===== src/rtl/lcd_timing_pattern_gen.sv =====
// RGB565 LCD timing generator with a selectable built-in test pattern.
// DE/HSYNC/VSYNC/RGB are registered one pixel tick after the h/v counter state.
module lcd_timing_pattern_gen #(
  parameter int H_ACTIVE = 800,
  parameter int H_FP     = 40,
  parameter int H_SYNC   = 48,
  parameter int H_BP     = 40,
  parameter int V_ACTIVE = 480,
  parameter int V_FP     = 13,
  parameter int V_SYNC   = 3,
  parameter int V_BP     = 29,
  parameter int PIX_DIV  = 1,
  parameter int HS_POL   = 0,
  parameter int VS_POL   = 0,
  parameter int CHK_LOG2 = 5,
  parameter int CNT_W    = 12
) (
  input  logic        CLK_SYS,
  input  logic        rst,
  input  logic [1:0]  mode,
  input  logic [15:0] solid_rgb,
  output logic        pix_ce,
  output logic        LCD_DE,
  output logic        LCD_HSYNC,
  output logic        LCD_VSYNC,
  output logic [4:0]  LCD_R,
  output logic [5:0]  LCD_G,
  output logic [4:0]  LCD_B,
  output logic        frame_start,
  output logic [15:0] frame_cnt
);
  localparam int H_TOTAL = H_ACTIVE + H_FP + H_SYNC + H_BP;
  localparam int V_TOTAL = V_ACTIVE + V_FP + V_SYNC + V_BP;
  localparam int DIV_W   = (PIX_DIV > 1) ? $clog2(PIX_DIV) : 1;
  localparam int BAR_W   = H_ACTIVE / 8;

  localparam logic [DIV_W-1:0] DIV_LAST = DIV_W'(PIX_DIV - 1);
  localparam logic [CNT_W-1:0] H_LAST   = CNT_W'(H_TOTAL - 1);
  localparam logic [CNT_W-1:0] V_LAST   = CNT_W'(V_TOTAL - 1);
  localparam logic [CNT_W-1:0] H_ACT    = CNT_W'(H_ACTIVE);
  localparam logic [CNT_W-1:0] V_ACT    = CNT_W'(V_ACTIVE);
  localparam logic [CNT_W-1:0] HS_BEG   = CNT_W'(H_ACTIVE + H_FP);
  localparam logic [CNT_W-1:0] HS_END   = CNT_W'(H_ACTIVE + H_FP + H_SYNC);
  localparam logic [CNT_W-1:0] VS_BEG   = CNT_W'(V_ACTIVE + V_FP);
  localparam logic [CNT_W-1:0] VS_END   = CNT_W'(V_ACTIVE + V_FP + V_SYNC);
  localparam logic             HS_ON    = 1'(HS_POL);
  localparam logic             VS_ON    = 1'(VS_POL);

  logic [DIV_W-1:0] div;
  logic [CNT_W-1:0] h_cnt, v_cnt;
  logic [1:0]       mode_q;
  logic             h_last, v_last, wrap, de_n, hs_act, vs_act, chk;
  logic [2:0]       bar;
  logic [15:0]      pat;

  // pix_ce is registered from the old divider value so the first tick lands
  // on the PIX_DIV-th edge after reset release.
  always_ff @(posedge CLK_SYS or negedge rst) begin
    if (!rst) begin
      div    <= '0;
      pix_ce <= 1'b0;
    end else begin
      pix_ce <= (div == DIV_LAST);
      div    <= (div == DIV_LAST) ? '0 : div + 1'b1;
    end
  end

  always_comb begin
    h_last = (h_cnt == H_LAST);
    v_last = (v_cnt == V_LAST);
    wrap   = h_last && v_last;
    de_n   = (h_cnt < H_ACT) && (v_cnt < V_ACT);
    hs_act = (h_cnt >= HS_BEG) && (h_cnt < HS_END);
    vs_act = (v_cnt >= VS_BEG) && (v_cnt < VS_END);
    bar = '0;
    for (int i = 1; i < 8; i++)
      if (h_cnt >= CNT_W'(i * BAR_W)) bar = 3'(i);
    chk = h_cnt[CHK_LOG2] ^ v_cnt[CHK_LOG2];
    pat = '0;
    // Bar order white..black maps to R=~bar[1], G=~bar[2], B=~bar[0].
    case (mode_q)
      2'd0:    pat = {{5{~bar[1]}}, {6{~bar[2]}}, {5{~bar[0]}}};
      2'd1:    pat = {5'(h_cnt >> 3), 6'(h_cnt >> 2), 5'(v_cnt >> 3)};
      2'd2:    pat = {16{chk}};
      default: pat = solid_rgb;
    endcase
  end

  always_ff @(posedge CLK_SYS or negedge rst) begin
    if (!rst) begin
      h_cnt       <= '0;
      v_cnt       <= '0;
      mode_q      <= 2'd0;
      LCD_DE      <= 1'b0;
      LCD_HSYNC   <= ~HS_ON;
      LCD_VSYNC   <= ~VS_ON;
      LCD_R       <= '0;
      LCD_G       <= '0;
      LCD_B       <= '0;
      frame_start <= 1'b0;
      frame_cnt   <= '0;
    end else begin
      frame_start <= pix_ce && wrap;
      if (pix_ce) begin
        h_cnt <= h_last ? '0 : h_cnt + 1'b1;
        if (h_last) v_cnt <= v_last ? '0 : v_cnt + 1'b1;
        LCD_DE    <= de_n;
        LCD_HSYNC <= hs_act ? HS_ON : ~HS_ON;
        LCD_VSYNC <= vs_act ? VS_ON : ~VS_ON;
        LCD_R     <= de_n ? pat[15:11] : '0;
        LCD_G     <= de_n ? pat[10:5]  : '0;
        LCD_B     <= de_n ? pat[4:0]   : '0;
        // New mode only takes effect at the frame boundary to avoid tearing.
        if (wrap) begin
          mode_q    <= mode;
          frame_cnt <= frame_cnt + 16'd1;
        end
      end
    end
  end
endmodule


===== config.mk =====
export PLATFORM = sky130hd
export DESIGN_NAME = lcd_timing_pattern_gen
export DESIGN_NICKNAME = d
export VERILOG_FILES = /design/src/rtl/lcd_timing_pattern_gen.sv
export SDC_FILE = /design/constraint.sdc
export NUM_CORES = 1
export LEC_CHECK = 0
export BUFFER_PORTS_ARGS = -buffer_cell sky130_fd_sc_hd__buf_2
export CAP_MARGIN = 20
export CORE_MARGIN = 4
export CORE_UTILIZATION = 40
export CTS_CLUSTER_SIZE = 14
export DETAILED_ROUTE_END_ITERATION = 16
export MAX_ROUTING_LAYER = met4
export PLACE_DENSITY = 0.71
export SLEW_MARGIN = 40
export SYNTH_ARGS = -nofsm -noshare
export SYNTH_HDL_FRONTEND = slang
export SYNTH_SLANG_ARGS = --single-unit
export TNS_END_PERCENT = 1

===== constraint.sdc =====
create_clock -name CLK_SYS -period 2.37 [get_ports CLK_SYS]
set_clock_uncertainty 0.15 [all_clocks]
set_input_delay 0.474 -clock CLK_SYS [delete_from_list [all_inputs] [get_ports CLK_SYS]]
set_output_delay 0.474 -clock CLK_SYS [all_outputs]
set_load 0.005 [all_outputs]

# Yosys cells after proc, flatten, opt, wreduce, memory -nomap -nowiden
# Index checks and enable logic that the tools add are counted.
# W data, S select, Z words.
totals:
  output_inout_bits: 37
  regBits: 64
  word_cells: 63
  inputBits: 20
classes:
  eq_ne: 4
  mux: 16
  addsub: 4
  bitwise: 5
  reduce_logical: 8
  n_lt_le_gt_ge: 13
op_table:
  columns: ["op", "count"]
  rows:
  - ["$ge A12 B9 Y1 const B", 4]
  - ["$pmux W16 S3", 1]
  - ["$ge A12 B10 Y1 const B", 3]
  - ["$add A12 B1 Y12 const B", 2]
  - ["$eq A12 B10 Y1 const B", 2]
  - ["$lt A12 B10 Y1 const B", 2]
  - ["$lt A12 B9 Y1 const B", 2]
  - ["$mux W12", 2]
  - ["$mux W3", 6]
  - ["$add A16 B1 Y16 const B", 1]
  - ["$ge A12 B7 Y1 const B", 1]
  - ["$ge A12 B8 Y1 const B", 1]
  - ["$mux W5", 2]
  - ["$mux W6", 1]
  - ["$logic_and A1 B1 Y1", 5]
  - ["$mux W1", 4]
  - ["$not A1 Y1", 4]
  - ["$reduce_and A2 Y1", 2]
  - ["$eq A2 B1 Y1 const B", 1]
  - ["$eq A2 B2 Y1 const B", 1]
  - ["$logic_not A2 Y1", 1]
  - ["$add A1 B1 Y1 const B", 1]
  - ["$xor A1 B1 Y1", 1]

# Longest topological paths before layout
# Gate-level depths: netlist of run 1.
depth:
  ltp_word: 11
  ltp_mapped: 8
  ltp_nobuf: 7

# Worst setup path before layout of run 1
# No wires, ideal clock.
synth_path:
  path_type: "register -> register"
  start: "register v_cnt[7]"
  end: "register frame_cnt[4]"
  setup_ps: 125
  stages_incl_launch_ff: 7
  path_slack_ps: 400
  synth_period_minus_slack_ps: 1970
  n_path_buf: 1
  required_time_ps: 2095
  arrival_time_ps: 1695
  path_cell_list: "dfrtp_1 or4b_1 nor4_2 buf_4 and2_2 nand4_1 xnor2_1"
synth_via:
  elab_chain_len: 3
synth_lines:
  columns: ["element", "line", "text"]
  rows:
  - ["start, declared", "50", "logic [CNT_W-1:0] h_cnt, v_cnt;"]
  - ["start signal, assigned", "106", "if (h_last) v_cnt <= v_last ? '0 : v_cnt + 1'b1;"]
  - ["$eq A12 B10 Y1", "70", "v_last = (v_cnt == V_LAST);"]
  - ["$logic_and A1 B1 Y1", "71", "wrap = h_last && v_last;"]
  - ["$reduce_and A2 Y1 (no source line)", null, null]
  - ["end signal, assigned", "116", "frame_cnt <= frame_cnt + 16'd1;"]
  - ["end, declared", "30", "output logic [15:0] frame_cnt"]
# No other way between the ends.
# A chain may end at the register's enable or synchronous reset.

# Worst setup path after layout of run 1
layout_path:
  start: "register h_cnt[5]"
  end: "register LCD_R[3]"
layout_via:
  elab_chain_len: 10
  word_cells_on_any_way: 18
  classes_between: "order compare (7); mux (8); bitwise (2); reduce/logical (1)"
layout_lines:
  columns: ["element", "line", "text"]
  rows:
  - ["start, declared", "50", null]
  - ["start signal, assigned", "105", "h_cnt <= h_last ? '0 : h_cnt + 1'b1;"]
  - ["$ge A12 B8 Y1", "77", "if (h_cnt >= CNT_W'(i * BAR_W)) bar = 3'(i);"]
  - ["$mux W3 (6 in a row)", "77", null]
  - ["$not A1 Y1", "82", "2'd0: pat = {{5{~bar[1]}}, {6{~bar[2]}}, {5{~bar[0]}}};"]
  - ["$pmux W16 S3", "81", "case (mode_q)"]
  - ["$mux W5 *", "110", "LCD_R <= de_n ? pat[15:11] : '0;"]
  - ["end signal, assigned", "110", null]
  - ["end, declared", "26", "output logic [4:0] LCD_R,"]
# Mark *: on every way between the ends. The rest lies on a longest branch, timed or not.

==> summary.md, run 1 <==
| Metric | Value |
|---|---|
| Combinational Power Share | 11.4% |
| CTS buffer count | 9 |
| Gr usage total | 16.77% |
| Slew HR | 61.74% |
| Crit end category | flip-flop |
| Max VDD drop | 0.3309 mV |
| Largest net degree at the start of global routing | 64 |
| Switch share | 27.56% |
| Die ar. | 0.01000 mm2 |
| Max cap viols | 0 |
| Nets | 462 |
| Die height | 100 um |
| Port Buffers | 56 |
| Flops & latches, synth | 63 |
| First-pass GRT wire length | 13.32 mm |
| Fin Setup TNS | 0 ns |
| Final setup fails | 0 |
| CP max stage delay | 0.64 ns |
| Leak Pwr | 1.966 nW |
| Clk_lat worst skew | 0.34 ns |
| CP Buf/Inv Count | 0 |
| Placed insts | 528 |
| Final Util | 48.80% |
| Distinct cell type count after synthesis | 45 |
| Via count | 2857 |
| Hpwl dp | 5.363 mm |
| Starting Density | 41.21% |
| Slew @ Worst Pin | 0.5725 ns |
| Reg clk slew, reported paths | 0.07 ns |
| Core Area | 0.008217 mm2 |
| Final instance area | 0.004010 mm2 |
| Hold Path Class | input port to async pin |
| Non-filler cells, final | 544 |
| Failing checks | negative hold slack |
| Fin crit share | 90.52% |
| # diodes | 0 |
| Sequential standard cell area | 0.001579 mm2 |
| Final Hold Vio Count | 8 |
| RSZ-0062 raised after global routing | no |
| Yosys warns | 0 |
| Worst reg2reg setup slack | 0.22 ns |
| Multi-input gate area | 0.001615 mm2 |
| Status | finished, violations left |
| WS Path Type | flip-flop to flip-flop |
| Syn_area_per_cell | 9.005 um2 |
| WL final | 7.528 mm |
| Crit-path leading delay family | compound AO/OA/AOI/OAI gates |
| Slew Viols, Final | 0 |
| Clock Sink Count | 63 |
| Root buf cell | clkbuf_8 |
| Clock power frac | 37.0% |
| Worst Path Max Fanout | 17 |
| Clock Tree Buf Depth | 2 |
| CP cell instances | nand4_1 -> o21ai_0 -> o31a_1 -> a21oi_1 -> o32ai_1 |
| Drt first pass iters | 5 |
| Rows | 33 |
| Req. time, crit path | 2.45 ns |
| DRC | 0 |
| Reg power frac | 51.6% |
| # IOs | 57 |
| Fmax | 0.4662 GHz |
| PwrDens | 629.7 mW/mm2 |
| Vias per Instance | 5.252 |
| Placement Cell Area | 0.003800 mm2 |
| Net Count, Synth | 403 |
| Filler Cells Inserted | 770 |
| Routed WL per cell | 13.84 um |
| Final Wtd Congestion | 0.8228 |
| Die Wd | 100 um |
| Grt ovf | 0 |
| Crit path max-delay cell type | dfrtp_1 |
| Sequential area share after synthesis | 46.64% |
| Vias in the first global route | 2937 |
| Antenna violations before repair | 0 |
| Synthesis-to-layout area growth | 18.44% |
| Detail Route Antenna Nets | 0 |
| Post-CTS Hold Buffers | 0 |
| Gate Count Post-Synth | 376 |
| Worst Setup Start Kind | flip-flop |
| CTS tree | yes |
| Worst hold margin | -0.006964 ns |
| Layout cells sized above 1 | 22.32% |
| DR iter-0 viols | 153 |
| Post-Syn Area | 0.003386 mm2 |
| P_int | 1.829 mW |
| P_sw | 0.6959 mW |
| WP data arrival | 2.23 ns |
| Max H-tree Level | 3 |
| Tmin final | 2.145 ns |
==> timing repair <==
action                                 in CTS  in global routing
setup endpoints to repair                   0                  1
gates resized for setup                     0                  0
buffers inserted                            0                  1
endpoints found under the hold margin       0                  0
==> stage by stage <==
stage	setup WS (ns)	total power, mW	hold WS, ns
6_report	0.2248	2.525	-0.006964
5_1_grt	0.03993	2.668	0.01655
4_1_cts	0.1143	2.559	0.001580
3_5_place_dp	0.1234	1.611	0.3175
3_3_place_gp	0.2715	1.597	0.3076
2_1_floorplan	0.3996	1.490	0.02841
==> area by class of cell <==
type,count,share of cell area [%]
well taps,105,3.276
repair buffers,68,9.548
flip-flops and latches,63,39.38
clock buffers,11,3.775
inverters,28,2.621
clock inverters,4,1.123
multi-input cells,265,40.28
==> routing by layer <==
layer,part of all wire [%],vias to the layer above,track usage [%]
li1,-,1396,-
met1,45,1359,20.54
met2,48,86,27.60
met3,5.3,16,4.100
met4,1.5,0,4.974
met5,0,-,-
==> cell usage in the layout, fill, tap and decap left out, types with 9 or more instances in the layout <==
cell,instances
buf_2,56
a21oi_1,9
o21ai_0,25
nand3_1,17
clkbuf_8,11
nand2_1,51
o32ai_1,10
nor2_1,48
buf_4,11
xnor2_1,13
inv_1,28
dfrtp_1,61
xor2_1,21
==> state kept, by name, indices dropped and copies added (netlist names) <==
name / flops
LCD_HSYNC: 1
LCD_DE: 1
v_cnt: 12
h_cnt: 12
LCD_B: 5
LCD_R: 5
frame_cnt: 16
pix_ce: 1
mode_q: 2
LCD_G: 6
LCD_VSYNC: 1
frame_start: 1
==> Yosys cell counts <==
cell      number  area (um2)
dfrtp_1       61        1526
nand2_1       51       191.4
nor2_1        48       180.2
inv_1         28       105.1
o21ai_0       25       125.1
xor2_1        21       183.9
nand3_1       17       85.08
xnor2_1       13       113.9
clkbuf_1      10       37.54
o32ai_1       10       87.58
a21oi_1        9       45.04
a31oi_1        7       43.79
and3_1         7       43.79
buf_2          7       35.03
ha_1           7       87.58
nand4_1        7       43.79
nor3_2         5       50.05
nand2b_1       4       25.02
and4_1         3       26.28
nor3_1         3       15.01
and4bb_2       2       25.02
buf_4          2       15.01
dfstp_2        2       52.55
nand4_4        2       42.54
nand4b_1       2       17.52
o311ai_0       2       17.52
o31ai_1        2       15.01
or3_1          2       12.51
a211oi_1       1       7.510
a41oi_1        1       8.760
and2_1         1       6.260
and2_2         1       7.510
and2b_1        1       7.510
and4_2         1       10.01
clkbuf_2       1       5.000
conb_1         1       3.750
nor4_1         1       6.260
nor4_2         1       12.51
nor4b_1        1       8.760
o211a_1        1       10.01
o211ai_1       1       7.510
o22ai_1        1       6.260
o311a_1        1       10.01
o31a_1         1       8.760
or4b_1         1       10.01
==> power groups by stage <==
stage          logic, mW  registers [mW]  clock network, mW
3_3_place_gp       0.286            1.31                  0
6_report           0.287            1.30              0.934
5_1_grt            0.337            1.32               1.01
2_1_floorplan      0.267            1.22                  0
3_5_place_dp       0.290            1.32                  0
4_1_cts            0.293            1.30              0.965
==> path summary, 6_finish.rpt <==
kind                                           start                   endpoint  cells past startpoint
setup / recovery                h_cnt[5]$_DFFE_PN0P_       LCD_R[3]$_DFFE_PN0P_                      5
hold / removal                                   rst       v_cnt[0]$_DFFE_PN0P_                      2
setup reg to reg                h_cnt[5]$_DFFE_PN0P_       LCD_R[3]$_DFFE_PN0P_                      5
hold reg to reg            frame_cnt[15]$_DFFE_PN0P_  frame_cnt[15]$_DFFE_PN0P_                      1
max in group asynchronous                        rst      LCD_HSYNC$_DFFE_PN1P_                      2
min in group CLK_SYS                         mode[1]      mode_q[1]$_DFFE_PN0P_                      3
==> kinds of logic after synthesis <==
kind of cell / synth area share [%]
buf+inv: 5.839
compound gates: 11.60
xor+xnor: 8.795
simple gates: 24.43
flops: 46.64
fa+ha+maj: 2.587
other cells: 0.1108
Power figures use the tool's default switching activity.
==> run 2, diff against run 1 <==
--- a/config.mk
+++ b/config.mk
@@ -6,13 +6,13 @@
 export NUM_CORES = 1
 export LEC_CHECK = 0
 export BUFFER_PORTS_ARGS = -buffer_cell sky130_fd_sc_hd__buf_2
-export CAP_MARGIN = 20
 export CORE_MARGIN = 4
 export CORE_UTILIZATION = 40
 export CTS_CLUSTER_SIZE = 14
 export DETAILED_ROUTE_END_ITERATION = 16
 export MAX_ROUTING_LAYER = met4
 export PLACE_DENSITY = 0.71
+export RECOVER_POWER = 25
 export SLEW_MARGIN = 40
 export SYNTH_ARGS = -nofsm -noshare
 export SYNTH_HDL_FRONTEND = slang
==> summary.md, run 2 (synthesis results as in run 1) <==
| Metric | Value |
|---|---|
| Post_cts resized | 0 |
| WL final | 7.526 mm |
| CP max stage delay | 0.64 ns |
| DRC | 0 |
| CTS buffer count | 9 |
| Clock Tree Buf Depth | 2 |
| Final Hold Vio Count | 0 |
| Fmax | 0.4655 GHz |
| Worst hold start | mode[1] |
| Die height | 100 um |
| Reg clk slew, reported paths | 0.07 ns |
| Vias in the first global route | 2937 |
| Starting Density | 41.21% |
| Reg-to-reg critical path startpoint | h_cnt[5]$_DFFE_PN0P_ |
| Most common library cell in the layout ignoring fill and taps | dfrtp_1 |
| Leak Pwr | 1.961 nW |
| Worst hold margin | 0.1929 ns |
| Worst Setup Start Kind | flip-flop |
| Switch share | 27.72% |
| Reg power frac | 51.6% |
| CTS tree | yes |
| P_int | 1.826 mW |
| FF-to-FF End | LCD_R[3]$_DFFE_PN0P_ |
| PwrDens | 632.5 mW/mm2 |
| Root buf cell | clkbuf_8 |
| Slew HR | -2.691% |
| Hold Path Class | input port to flip-flop |
| # diodes | 0 |
| Crit end category | flip-flop |
| Largest net degree at the start of global routing | 64 |
| Nets | 462 |
| Max VDD drop | 0.3325 mV |
| CP Capture Point | LCD_R[3]$_DFFE_PN0P_ |
| Sequential standard cell area | 0.001579 mm2 |
| Post-CTS Hold Buffers | 0 |
| Req. time, crit path | 2.46 ns |
| RSZ-0062 raised after global routing | no |
| First-pass GRT wire length | 13.32 mm |
| Port Buffers | 56 |
| Max H-tree Level | 3 |
| Die ar. | 0.01000 mm2 |
| Synthesis-to-layout area growth | 18.00% |
| Number of flip-flops in the largest register | 16 |
| CP cell instances | nand4_1 -> o21ai_0 -> o31a_1 -> a21oi_1 -> o32ai_1 |
| Overall Power | 2.527 mW |
| Clock power frac | 37.1% |
| Commonest cells after routing, fill and taps aside | 61 x dfrtp_1, 56 x buf_2, 51 x nand2_1 |
| Core Area | 0.008217 mm2 |
| Grt ovf | 0 |
| Die Wd | 100 um |
| Clk_lat worst skew | 0.34 ns |
| Fin Setup TNS | 0 ns |
| Status | finished, violations left |
| Crit-path leading delay family | compound AO/OA/AOI/OAI gates |
| Clock Sink Count | 63 |
| WS Path Type | flip-flop to flip-flop |
| Final Wtd Congestion | 0.8228 |
| Via count | 2856 |
| Crit path depth | 5 |
| Worst Reg-to-Reg Cells | 5 |
| Final setup fails | 0 |
| # IOs | 57 |
| Combinational Power Share | 11.3% |
| Max cap viols | 1 |
| Routed WL per cell | 13.83 um |
| Hpwl dp | 5.363 mm |
| Vias per Instance | 5.250 |
| CP Buf/Inv Count | 0 |
| Non-filler cells, final | 544 |
| DR iter-0 viols | 147 |
| Worst Path Max Fanout | 17 |
| Detail Route Antenna Nets | 0 |
| Filler Cells Inserted | 772 |
| Antenna violations before repair | 0 |
| Placed insts | 528 |
| Setup crit start | h_cnt[5]$_DFFE_PN0P_ |
| Layout cells sized above 1 | 22.32% |
| Slew Viols, Final | 64 |
| Multi-input gate area | 0.001615 mm2 |
| Regs by FF count | frame_cnt (16), h_cnt (12), v_cnt (12) |
| Slew @ Worst Pin | 1.540 ns |
| Worst reg2reg setup slack | 0.22 ns |
| Failing checks | max-capacitance violations, max-slew violations |
| Tmin final | 2.148 ns |
| Drt first pass iters | 4 |
| Fin crit share | 90.65% |
| P_sw | 0.7006 mW |
| Rows | 33 |
| WP data arrival | 2.24 ns |
| Crit path max-delay cell type | dfrtp_1 |
| Largest reg by FF count | frame_cnt |
| Gr usage total | 16.77% |
## run 2: metrics by stage
stage          util [%]  worst slack, ns  area, um2
2_1_floorplan         -           0.3996       3386
3_3_place_gp      46.25           0.2715       3800
3_5_place_dp      46.25           0.1234       3800
4_1_cts           48.64           0.1143       3996
5_1_grt           48.62          0.03993       3995
6_report          48.62           0.2217       3995
## run 2: power groups by stage
stage	logic, mW	registers [mW]	clock network [mW]
after detailed placement	0.290	1.32	0
after floorplan	0.267	1.22	0
after global routing	0.333	1.32	1.01
after CTS	0.293	1.30	0.965
after global placement	0.286	1.31	0
final	0.284	1.30	0.938
## run 2: final cells by class
cell class,instances,share of cell area (%)
Clock buffer,11,3.790
Clock inverter,4,1.127
Inverter,28,2.631
Multi-Input combinational cell,265,40.43
Sequential cell,63,39.52
Tap cell,105,3.288
Timing Repair Buffer,68,9.208
## run 2: layer usage
metal	GRT usage [%]	part of all wire [%]	wire (um)
met1	20.54	44	3280
met2	27.60	49	3686
met4	4.974	1.4	106
met3	4.100	6.0	451
met5	-	0	0
## run 2: worst min-delay path by stage
stage          cells after the start                         to
2_1_floorplan                      0       LCD_B[0]$_DFFE_PN0P_
3_3_place_gp                       1  frame_cnt[15]$_DFFE_PN0P_
3_5_place_dp                       1  frame_cnt[15]$_DFFE_PN0P_
4_1_cts                            2   frame_cnt[4]$_DFFE_PN0P_
5_1_grt                            3      mode_q[1]$_DFFE_PN0P_
6_report                           3      mode_q[1]$_DFFE_PN0P_
## run 2: worst min-delay path: stages
cell	delay, ns
buf_2	0.08
nand2_1	0.04
nand2_1	0.05
## run 2: repair_timing
item,in CTS,in global routing
setup buffers,0,1
endpoints found under the hold margin,0,0
setup endpoints to repair,0,1
==> run 3, diff against run 2 <==
==> constraint.sdc (replaced) <==
create_clock -name CLK_SYS -period 2.7 [get_ports CLK_SYS]
set_clock_uncertainty 0.15 [all_clocks]
set_input_delay 0.54 -clock CLK_SYS [delete_from_list [all_inputs] [get_ports CLK_SYS]]
set_output_delay 0.54 -clock CLK_SYS [all_outputs]
set_load 0.005 [all_outputs]
==> summary.md, run 3 (synthesis results as in run 1) <==
| Metric | Value |
|---|---|
| Rows | 33 |
| First-pass GRT wire length | 13.05 mm |
| Vias per Instance | 5.199 |
| Combinational Power Share | 10.9% |
| Hold-critical path depth | 3 |
| Hpwl dp | 5.480 mm |
| Slew @ Worst Pin | 0.7367 ns |
| # diodes | 0 |
| Antenna violations before repair | 0 |
| Worst hold margin | 0.2492 ns |
| Switch share | 26.03% |
| Crit path depth | 6 |
| Non-filler cells, final | 543 |
| Via count | 2823 |
| # IOs | 57 |
| Gr usage total | 16.68% |
| Req. time, crit path | 2.81 ns |
| Clock power frac | 39.8% |
| Max cap viols | 0 |
| Clock Tree Buf Depth | 2 |
| Final Wtd Congestion | 0.8923 |
| Routed WL per cell | 14.05 um |
| Starting Density | 41.21% |
| Filler Cells Inserted | 803 |
| Commonest cells after routing, fill and taps aside | 61 x dfrtp_1, 55 x buf_2, 51 x nand2_1 |
| Fin crit share | 87.01% |
| Crit-path leading delay family | simple AND/OR/NAND/NOR gates |
| CP cell instances | or4b_1 -> nor4_2 -> buf_4 -> nand4_4 -> nor3_2 -> xor2_1 |
| Worst Setup Start Kind | flip-flop |
| Die height | 100 um |
| Leak Pwr | 1.954 nW |
| Reg-to-reg critical path startpoint | v_cnt[7]$_DFFE_PN0P_ |
| Most common library cell in the layout ignoring fill and taps | dfrtp_1 |
| Worst reg2reg setup slack | 0.35 ns |
| Grt ovf | 0 |
| Tmin final | 2.349 ns |
| Worst Reg-to-Reg Cells | 6 |
| Largest net degree at the start of global routing | 55 |
| Total setup buffers inserted after CTS | 0 |
| Worst Path Max Fanout | 8 |
| Vias in the first global route | 2753 |
| Hold Path Class | input port to flip-flop |
| Layout cells sized above 1 | 21.00% |
| Placed insts | 526 |
| Clock Sink Count | 63 |
| Final instance area | 0.004005 mm2 |
| Crit end category | flip-flop |
| Final Hold Vio Count | 0 |
| Fmax | 0.4257 GHz |
| Max VDD drop | 0.3407 mV |
| DR iter-0 viols | 153 |
| CP Buf/Inv Count | 1 |
| WP data arrival | 2.46 ns |
| Clk_lat worst skew | 0.34 ns |
| Drt first pass iters | 4 |
| Final Util | 48.74% |
| Sequential standard cell area | 0.001579 mm2 |
| Worst setup margin | 0.3507 ns |
| Die Wd | 100 um |
| Fin Setup TNS | 0 ns |
| Crit path max-delay cell type | or4b_1 |
| Multi-input gate area | 0.001609 mm2 |
| Regs by FF count | frame_cnt (16), h_cnt (12), v_cnt (12) |
| WS Path Type | flip-flop to flip-flop |
| Root buf cell | clkbuf_8 |
| Core Area | 0.008217 mm2 |
| Final setup fails | 0 |
| Port Buffers | 56 |
| Max H-tree Level | 3 |
| Status | completed |
| Pre-CTS setup slack | 0.3355 ns |
| Slew HR | 50.89% |
| P_int | 1.706 mW |
| Die ar. | 0.01000 mm2 |
| CTS buffer count | 9 |
| Slew Viols, Final | 0 |
| CP max stage delay | 0.53 ns |
| Largest reg by FF count | frame_cnt |
| Overall Power | 2.306 mW |
| Reg power frac | 49.3% |
| Detail Route Antenna Nets | 0 |
| Setup crit start | v_cnt[7]$_DFFE_PN0P_ |
| DRC | 0 |
| RSZ-0062 raised after global routing | no |
| Reg clk slew, reported paths | 0.07 ns |
| Number of flip-flops in the largest register | 16 |
| Placement Cell Area | 0.003785 mm2 |
| Worst hold start | mode[1] |
| P_sw | 0.6001 mW |
| Nets | 460 |
| CTS tree | yes |
| PwrDens | 575.7 mW/mm2 |
| Post_cts resized | 0 |
| Synthesis-to-layout area growth | 18.29% |
| WL final | 7.628 mm |
[run 3: cell count changes in the layout (fill, tap and decap cells not counted), sizes merged]
cell         previous run  this run
clkinv                  3         1
dlygate4sd3             0         1
buf                    67        63
bufinv                  1         2
clkbuf                 12        15
[run 3: area by class of cell]
| cell class | count | share of cell area, % |
|---|---|---|
| Clock buffer | 13 | 3.968 |
| Clock inverter | 3 | 1.624 |
| Inverter | 28 | 2.624 |
| Multi-Input combinational cell | 265 | 40.17 |
| Sequential cell | 63 | 39.43 |
| Tap cell | 105 | 3.280 |
| Timing Repair Buffer | 66 | 8.903 |
[run 3: path summary, 6_finish.rpt]
path / endpoint
max: frame_cnt[14]$_DFFE_PN0P_
min: mode_q[1]$_DFFE_PN0P_
max reg2reg: frame_cnt[14]$_DFFE_PN0P_
min reg2reg: frame_cnt[15]$_DFFE_PN0P_
max in group asynchronous: h_cnt[3]$_DFFE_PN0P_
min in group asynchronous: frame_cnt[7]$_DFFE_PN0P_
[run 3: power groups by stage]
stage	Sequential, mW	Combinational, mW	Clock [mW]
finish	1.14	0.251	0.918
global route	1.15	0.297	0.991
CTS	1.14	0.260	0.945
detailed placement	1.15	0.258	0
global placement	1.15	0.250	0
floorplan	1.07	0.235	0
[run 3: worst min-delay path, cell delays in order]
cell     delay (ns)
buf_2          0.08
nand2_1        0.04
nand2_1        0.05
[run 3: per-layer routing]
layer  GRT usage [%]  vias up  part of all wire (%)
met5               -        -                     0
met4           4.145        0                   1.1
met3           4.448        9                   6.8
met2           27.19       97                    49
met1           20.77     1329                    44
li1                -     1388                     -
[run 3: repair_timing]
action / CTS / global route
hold buffers: 1 / 0
endpoints found under the hold margin: 9 / 0
endpoints found under the setup margin: 0 / 0
